File: config.mk
export PLATFORM = sky130hd
export DESIGN_NAME = nibble_add_arbiter_flat
export DESIGN_NICKNAME = d
export VERILOG_FILES = /design/src/rtl/nibble_add_arbiter_if.sv /design/src/rtl/nibble_add_arbiter.sv /design/src/flat_wrapper.sv
export SDC_FILE = /design/constraint.sdc
export NUM_CORES = 1
export LEC_CHECK = 0
export BUFFER_PORTS_ARGS = -buffer_cell sky130_fd_sc_hd__buf_4
export CORE_ASPECT_RATIO = 1.1
export CORE_MARGIN = 5
export CORE_UTILIZATION = 50
export CTS_BUF_LIST = sky130_fd_sc_hd__clkbuf_16
export CTS_CLUSTER_DIAMETER = 30
export CTS_CLUSTER_SIZE = 25
export DETAILED_ROUTE_END_ITERATION = 7
export PLACE_DENSITY = 0.78
export SETUP_SLACK_MARGIN = 0.2
export SYNTH_ARGS = -nofsm -noshare
export SYNTH_HDL_FRONTEND = slang
export SYNTH_SLANG_ARGS = --single-unit
File: constraint.sdc
create_clock -name clk -period 3.8 [get_ports clk]
set_clock_uncertainty 0.1 [all_clocks]
set_input_delay 0.76 -clock clk [delete_from_list [all_inputs] [get_ports clk]]
set_output_delay 0.76 -clock clk [all_outputs]
set_load 0.02 [all_outputs]
File: src/rtl/nibble_add_arbiter_if.sv
// Request/result bundle for nibble_add_arbiter: NREQ request ports and one result port.
interface nibble_add_arbiter_if #(
  parameter int unsigned NREQ  = 4,
  parameter int unsigned TAG_W = 2
);
  logic [NREQ-1:0]   req_valid;
  logic [8*NREQ-1:0] req_data;
  logic [NREQ-1:0]   req_ready;
  logic              res_valid;
  logic [4:0]        res_sum;
  logic [TAG_W-1:0]  res_tag;
  logic              res_ready;

  modport master (
    output req_valid, req_data, res_ready,
    input  req_ready, res_valid, res_sum, res_tag
  );

  modport slave (
    input  req_valid, req_data, res_ready,
    output req_ready, res_valid, res_sum, res_tag
  );
endinterface

File: src/rtl/nibble_add_arbiter.sv
// Round-robin arbiter sharing one registered nibble adder (A=[7:4], B=[3:0]) among NREQ requesters.
module nibble_add_arbiter #(
  parameter int unsigned NREQ  = 4,
  parameter int unsigned TAG_W = 2,
  parameter int unsigned CNT_W = 8
) (
  input  logic                 clk,
  input  logic                 rst_n,
  nibble_add_arbiter_if.slave  bus,
  output logic [CNT_W-1:0]     ops_done,
  output logic                 busy
);

  typedef enum logic {
    EMPTY = 1'b0,
    FULL  = 1'b1
  } state_t;

  state_t           r_state;
  state_t           w_state_nxt;
  logic [TAG_W-1:0] r_ptr;
  logic [TAG_W-1:0] w_ptr_nxt;
  logic [TAG_W-1:0] r_tag;
  logic [4:0]       r_sum;
  logic [CNT_W-1:0] r_ops;
  logic             w_can_accept;
  logic             w_gnt_any;
  logic [TAG_W-1:0] w_gnt_idx;
  logic [7:0]       w_gnt_data;
  logic [NREQ-1:0]  w_ready;
  logic             w_drain;

  assign w_drain = (r_state == FULL) && bus.res_ready;

  // Search starts at the pointer and wraps; the first valid requester wins.
  always_comb begin
    int unsigned idx;
    idx          = 0;
    w_gnt_any    = 1'b0;
    w_gnt_idx    = '0;
    w_gnt_data   = '0;
    w_ready      = '0;
    w_ptr_nxt    = r_ptr;
    w_can_accept = (r_state == EMPTY) || bus.res_ready;
    if (rst_n && w_can_accept) begin
      for (int unsigned k = 0; k < NREQ; k++) begin
        idx = (int'(r_ptr) + k) % NREQ;
        if (!w_gnt_any && bus.req_valid[idx]) begin
          w_gnt_any    = 1'b1;
          w_gnt_idx    = TAG_W'(idx);
          w_gnt_data   = bus.req_data[8*idx +: 8];
          w_ready[idx] = 1'b1;
          w_ptr_nxt    = (idx == NREQ - 1) ? '0 : TAG_W'(idx + 1);
        end
      end
    end
  end

  always_comb begin
    w_state_nxt = r_state;
    case (r_state)
      EMPTY:   if (w_gnt_any) w_state_nxt = FULL;
      FULL:    if (bus.res_ready && !w_gnt_any) w_state_nxt = EMPTY;
      default: w_state_nxt = EMPTY;
    endcase
  end

  always_ff @(posedge clk) begin
    if (!rst_n) begin
      r_state <= EMPTY;
      r_ptr   <= '0;
      r_sum   <= '0;
      r_tag   <= '0;
      r_ops   <= '0;
    end else begin
      r_state <= w_state_nxt;
      r_ptr   <= w_ptr_nxt;
      if (w_gnt_any) begin
        r_sum <= {1'b0, w_gnt_data[7:4]} + {1'b0, w_gnt_data[3:0]};
        r_tag <= w_gnt_idx;
      end
      if (w_drain) r_ops <= r_ops + CNT_W'(1);
    end
  end

  assign bus.req_ready = w_ready;
  assign bus.res_valid = (r_state == FULL);
  assign bus.res_sum   = r_sum;
  assign bus.res_tag   = r_tag;
  assign ops_done      = r_ops;
  assign busy          = (r_state == FULL) || (|bus.req_valid);

endmodule
File: src/flat_wrapper.sv
// flat-port wrapper written by rule: the top's interface ports become plain ports
module nibble_add_arbiter_flat 
#(
  parameter int unsigned NREQ  = 4,
  parameter int unsigned TAG_W = 2,
  parameter int unsigned CNT_W = 8
)
  (clk, rst_n, ops_done, busy, bus_req_valid, bus_req_data, bus_res_ready, bus_req_ready, bus_res_valid, bus_res_sum, bus_res_tag);
  nibble_add_arbiter_if #(.NREQ(NREQ), .TAG_W(TAG_W)) bus_i ();
  input  logic clk;
  input  logic rst_n;
  output logic [CNT_W-1:0] ops_done;
  output logic busy;
  input wire logic [$bits(bus_i.req_valid)-1:0] bus_req_valid;
  input wire logic [$bits(bus_i.req_data)-1:0] bus_req_data;
  input wire logic [$bits(bus_i.res_ready)-1:0] bus_res_ready;
  output wire logic [$bits(bus_i.req_ready)-1:0] bus_req_ready;
  output wire logic [$bits(bus_i.res_valid)-1:0] bus_res_valid;
  output wire logic [$bits(bus_i.res_sum)-1:0] bus_res_sum;
  output wire logic [$bits(bus_i.res_tag)-1:0] bus_res_tag;
  assign bus_i.req_valid = bus_req_valid;
  assign bus_i.req_data = bus_req_data;
  assign bus_i.res_ready = bus_res_ready;
  assign bus_req_ready = bus_i.req_ready;
  assign bus_res_valid = bus_i.res_valid;
  assign bus_res_sum = bus_i.res_sum;
  assign bus_res_tag = bus_i.res_tag;
  nibble_add_arbiter #(.NREQ(NREQ), .TAG_W(TAG_W), .CNT_W(CNT_W)) u_core (.clk(clk), .rst_n(rst_n), .bus(bus_i), .ops_done(ops_done), .busy(busy));
endmodule
== Yosys cells after proc, flatten, opt, wreduce, memory -nomap -nowiden ==
Cells that the tools add are included.

* Bitwise logic cells: 4
* Mux-type cells: 53
* Order comparisons: 8
* Shift operators: 4
* Add/subtract/negate cells: 8
* Reduce and logical (&&, ||, !) cells: 19
* Equal/unequal tests: 4

{| class="wikitable"
|+ Operators by type and width
! kind !! count
|-
| $shiftx A32 B6 Y8 || 4
|-
| $mux W8 || 5
|-
| $mux W4 || 8
|-
| $mux W2 || 13
|-
| $mux W1 || 18
|-
| $lt A2 B3 Y1 const B || 4
|-
| $or A4 B4 Y4 || 3
|-
| $logic_and A1 B1 Y1 || 10
|-
| $add A2 B1 Y2 const B || 4
|-
| $add A8 B1 Y8 const B || 1
|-
| $bmux W1 S2 || 4
|-
| $demux W1 S2 || 4
|-
| $eq A2 B2 Y1 const B || 4
|-
| $ge A2 B1 Y1 const B || 4
|-
| $add A4 B4 Y5 || 1
|-
| $add A2 B2 Y2 const B || 2
|-
| $logic_not A1 Y1 || 4
|-
| $reduce_bool A4 Y1 || 1
|-
| $reduce_or A4 Y1 || 1
|-
| $logic_or A1 B1 Y1 || 2
|-
| $pmux W1 S2 || 1
|-
| $reduce_and A2 Y1 || 1
|-
| $not A1 Y1 || 1
|}

* Flip-flop bits (word level): 18
* Logic and storage cells: 105
* Input bits: 39
* Output and inout port bits: 21

== Longest topological paths before layout ==
* Word-level depth: 20
* Depth in mapped cells: 17
* Gate-level depth less buffers: 12

== Least setup slack after synthesis ==
Ideal clock, no wire load.

* Path kind: register to register
* Start point: reg u_core.r_ptr[1]
* End point: reg u_core.r_sum[4], in the netlist u_core.bus.res_sum[4]
* Stages on the path, launching flop included: 16
* Path buffers: 3
* Data required time: 3573 ps
* Clock period less this slack: 3760 ps
* Setup time: 127 ps
* Data arrival time: 3533 ps
* Path slack: 40 ps
* Cells stage by stage: dfxtp_1 buf_6 clkbuf_1 inv_1 ha_1 buf_2 mux4_2 nor2b_1 a221o_1 a21oi_1 a211oi_2 ha_1 fa_1 a21o_1 a21oi_1 a21oi_1

* Word-level cells in the longest chain between the ends: 17
* Elaborated cells between the ends (all ways): 35
* Classes of those cells: add/sub: 4; shift: 4; mux: 21; reduce/logical: 6

{| class="wikitable"
|+ Ends and longest elaborated chain
! element !! line !! RTL
|-
| start: declaration || nibble_add_arbiter.sv:21 || <nowiki>logic [TAG_W-1:0] r_ptr;</nowiki>
|-
| start signal: assignment || nibble_add_arbiter.sv:77 || <nowiki>r_ptr <= w_ptr_nxt;</nowiki>
|-
| $bmux W1 S2 || nibble_add_arbiter.sv:48 || <nowiki>if (!w_gnt_any && bus.req_valid[idx]) begin</nowiki>
|-
| $mux W1 (implied by the code) || nibble_add_arbiter.sv:48 ||
|-
| $mux W1 || nibble_add_arbiter.sv:48 ||
|-
| $mux W1 || nibble_add_arbiter.sv:45 || <nowiki>if (rst_n && w_can_accept) begin</nowiki>
|-
| $logic_not A1 Y1 || nibble_add_arbiter.sv:48 ||
|-
| $logic_and A1 B1 Y1 || nibble_add_arbiter.sv:48 ||
|-
| $mux W1 || nibble_add_arbiter.sv:48 ||
|-
| $mux W1 || nibble_add_arbiter.sv:45 ||
|-
| $logic_not A1 Y1 || nibble_add_arbiter.sv:48 ||
|-
| $logic_and A1 B1 Y1 || nibble_add_arbiter.sv:48 ||
|-
| $mux W1 || nibble_add_arbiter.sv:48 ||
|-
| $mux W1 || nibble_add_arbiter.sv:45 ||
|-
| $logic_not A1 Y1 || nibble_add_arbiter.sv:48 ||
|-
| $logic_and A1 B1 Y1 || nibble_add_arbiter.sv:48 ||
|-
| $mux W8 || nibble_add_arbiter.sv:48 ||
|-
| $mux W8 || nibble_add_arbiter.sv:45 ||
|-
| $add A4 B4 Y5 || nibble_add_arbiter.sv:79 || <nowiki>r_sum <= {1'b0, w_gnt_data[7:4]} + {1'b0, w_gnt_data[3:0]};</nowiki>
|-
| end signal: assignment || nibble_add_arbiter.sv:79 ||
|-
| end: declaration || nibble_add_arbiter.sv:24 || <nowiki>logic [4:0] r_sum;</nowiki>
|}

Several ways; a longest one is shown, not always the timed one. The select of a mux whose other input is x is not followed.
A chain may end at the register's enable or synchronous reset.

== Final worst setup path ==
* Start point: reg u_core.r_ptr[0]
* End point: out bus_req_ready[1]

* Word-level cells in the longest chain between the ends: 16
* Elaborated cells between the ends (all ways): 54
* Classes of those cells: add/sub: 3; order compare: 8; mux: 30; bitwise: 3; reduce/logical: 10

{| class="wikitable"
|+ Ends and longest elaborated chain
! element !! line !! RTL
|-
| branches (longest 14 deep; another with $lt A2 B3 Y1) || - ||
|-
| $mux W4 * || nibble_add_arbiter.sv:48 ||
|-
| $mux W4 * || nibble_add_arbiter.sv:45 ||
|-
| end: declaration || flat_wrapper.sv:17 || <nowiki>output wire logic [$bits(bus_i.req_ready)-1:0] bus_req_ready;</nowiki>
|}

Every way passes the cells marked *. The select of a mux whose other input is x is not followed.

==> flow_metrics.py <==
metrics = {
    "sta": {
        "worstMarginPinSlew_ps": 714.1,
        "layout_min_cycle_time_ps": 3383,
        "slew_violations": 0,
        "setup_viol": 0,
        "rsz0062_at_grt": "false",
        "max_slew_margin_pct": 51.95,
        "fmax_mhz": 295.6,
        "setup_tns_ps": 0,
        "hold_viol": 0,
        "timing.hold.ws_ps": 360.7,
        "post-route-period-util_pct": 89.03,
    },
    "drt": {
        "initialDrtViolationCount": 131,
        "vias": 2414,
        "vias_per_cell": 6.353,
        "dr.pass1.iters": 4,
        "drc_errors": 0,
        "finalWirelength_mm": 6.528,
        "wl_per_cell_um": 17.18,
        "ant_nets": 0,
    },
    "finish": {
        "final_area_um2": 3085,
        "multi_input_area_um2": 1983,
        "area_delta_synth_final_pct": 23.55,
        "drive_above_1_share_pct": 38.82,
        "n_antenna_cell": 0,
        "nFillCells": 420,
        "ff_latch_area_um2": 361.6,
        "nets": 374,
    },
    "run": {
        "drv_cap": 0,
    },
    "global_route": {
        "grtUsageMet3_pct": 2.916,
        "grt_use_met2_pct": 33.38,
        "grt_use_met1_pct": 27.01,
        "grt_pass1_vias": 2298,
        "antenna_found_initial": 0,
        "grt_use_total_pct": 19.89,
        "grt_pass1_wl_mm": 11.07,
        "grt_max_degree": 43,
        "busiest_layer": "met2",
        "grt_overflow": 0,
    },
    "floorplan": {
        "die_area_um2": 6510,
        "core_area_um2": 4932,
        "initial_core_util_pct": 50.63,
        "ioPinCount": 60,
        "die_y_um": 84.12,
        "die_w_um": 77.39,
        "rows": 27,
    },
    "clocking": {
        "clock_latency_ps": 250,
        "ctsLongestPathBuffers": 2,
        "cts_tree": "built",
        "cts_buffers": 3,
        "cts.sinks": 18,
        "clk_pin_slew_ps": 50,
        "cts-hold-fix-buffers": 0,
        "h-tree-depth": 1,
        "root_buffer": "clkbuf_16",
    },
    "synthesis": {
        "synth_common_cells": "mux4_2 (30), a21oi_1 (22), nand3_1 (19)",
        "synth_edf_count": 0,
        "synth-seq-cells": 18,
        "ys_types": 50,
        "netlist_instances": 269,
        "yosys_warnings": 0,
        "syn_area_um2": 2497,
        "synthTopCellsByArea": "mux4_2 (27%), dfxtp_1 (14%), ha_1 (5.5%)",
        "synthArstFlopShare_pct": 0,
        "yosysTopAreaCellShare_pct": 27.05,
        "yosysMostFrequentCell": "mux4_2",
        "synthFlopType": "dfxtp_1",
        "synth_fp_nets": 320,
        "yosysTopAreaCell": "mux4_2",
        "syn_avg_cell_area_um2": 9.284,
        "ys_seq_area_share_pct": 14.43,
    },
    "critical_path": {
        "crit_end": "bus_req_ready[1]",
        "r2r-end": "u_core.bus.res_sum[4]",
        "crit_path_frequent_cell": "buf_4",
        "cpPeakStageDelay_ps": 620,
        "critPathSlowestCell": "mux4_2",
        "crit_start": "u_core.r_ptr[0]",
        "crit_path_cell_trace": "buf_6 -> mux4_2 -> nor2b_1 -> buf_4 -> a22oi_1 -> or2_2 -> a21oi_1 -> buf_4",
        "path_max_fanout": 42,
        "r2r_setup_slack_ps": 420,
        "crit_required_ps": 2940,
        "arrival_ps": 2520,
        "rr_worst_depth": 11,
        "crit_type": "reg -> out",
        "critPathLaunchType": "register",
        "end_kind": "primary output",
        "reg2reg_from": "u_core.r_ptr[0]",
    },
    "power": {
        "peakVddDrop_uv": 329.5,
        "power.density_nw_per_um2": 606.0,
        "p_leak_uw": 0.001200,
    },
    "place": {
        "io_buffers": 59,
        "hpwl_mm": 5.010,
        "routabilityCongestion": 0.9086,
        "place_area_um2": 2990,
    },
    "run_status": {
        "status": "complete, no violations",
    },
    "min_path": {
        "hold_path.class": "reg -> reg",
        "hold_depth": 2,
    },
}
per-layer routing:
layer	vias up	part of all wire, %
li1	1154	-
met1	1150	42
met2	103	50
met3	7	7.1
met4	0	0.98
met5	-	0
placed cells by master (no fill, tap or decap), types with 2 or more instances in the layout:
cell / n
inv_1: 6
nand3_1: 19
ha_1: 10
nand3b_1: 6
nor2_1: 15
o21ai_0: 12
or2_2: 4
a221o_1: 5
mux4_2: 30
xnor2_1: 7
o211a_1: 3
a21boi_0: 3
a211oi_2: 5
buf_4: 74
a22oi_1: 11
nor3_1: 5
o211ai_1: 2
clkbuf_16: 3
a21oi_1: 22
dfxtp_1: 17
nor2b_1: 4
mux2i_1: 5
nand2b_1: 3
and2_1: 5
a21o_1: 3
nand2_1: 16
a32o_1: 2
worst min path at each step:
| stage | from | endpoint | slack [ps] |
|---|---|---|---|
| 3_3_place_gp | u_core.bus.res_sum[1] | u_core.bus.res_sum[1] | 350 |
| 5_1_grt | u_core.bus.res_sum[1] | u_core.bus.res_sum[1] | 380 |
| 6_report | u_core.bus.res_sum[1] | u_core.bus.res_sum[1] | 360 |
| 3_5_place_dp | u_core.bus.res_sum[1] | u_core.bus.res_sum[1] | 350 |
| 4_1_cts | u_core.bus.res_sum[1] | u_core.bus.res_sum[1] | 360 |
| 2_1_floorplan | u_core.bus.res_sum[0] | u_core.bus.res_sum[0] | 430 |
state kept, by name, summed over array words and instances, names as in the netlist:
signal                cells
u_core.r_ptr              2
u_core.bus.res_sum        5
u_core.ops_done           8
u_core.bus.res_tag        2
u_core.bus.res_valid      1
cells by family after synthesis:
| kind of cell | count (synthesis) | share of synthesized area [%] |
|---|---|---|
| AOI/OAI and AO/OA | 76 | 21.44 |
| xor gates and xnor gates | 8 | 2.806 |
| adders and majority gates | 12 | 6.313 |
| buffers and inverters | 32 | 6.663 |
| DFF | 18 | 14.43 |
| muxes | 36 | 29.51 |
| and+or+nand+nor | 87 | 18.84 |
power breakdown:
| part | switching, µW | total, µW | internal, µW |
|---|---|---|---|
| combinational | 697 | 1400 | 703 |
| sequential | 27.3 | 258 | 231 |
| clock | 71.4 | 211 | 140 |
repair_timing:
action,in CTS,in global routing
endpoints found under the setup margin,0,7
hold endpoints to repair,0,0
gates resized for setup,0,3
setup buffers,0,0
per-stage QoR:
| stage | utilization [%] | setup slack [ps] | power [µW] | std cells |
|---|---|---|---|---|
| after global placement | 60.63 | 261.9 | 1609 | 376 |
| final | 62.56 | 416.9 | 1870 | 380 |
| after detailed placement | 60.63 | 223.0 | 1631 | 376 |
| after floorplan | - | 209.3 | 1309 | 269 |
| after global routing | 62.56 | 221.9 | 2000 | 380 |
| after CTS | 62.23 | 206.3 | 1849 | 380 |
cell type report:
| cell class | count | area share (%) |
|---|---|---|
| Clock buffer | 3 | 2.433 |
| Multi-Input combinational cell | 219 | 64.27 |
| Timing Repair Buffer | 75 | 18.37 |
| Clock inverter | 1 | 0.1217 |
| Sequential cell | 18 | 11.72 |
| Inverter | 6 | 0.7299 |
| Tap cell | 58 | 2.352 |
worst max-delay path, delay by kind of cell, from the launching register on:
kind	cells	cell delay, ps
AO/OA/AOI/OAI	2	200
buffers and inverters	3	650
AND/OR/NAND/NOR	2	460
multiplexers	1	620
flip-flops	1	330
Note: power is estimated with default switching activity, not from simulation.
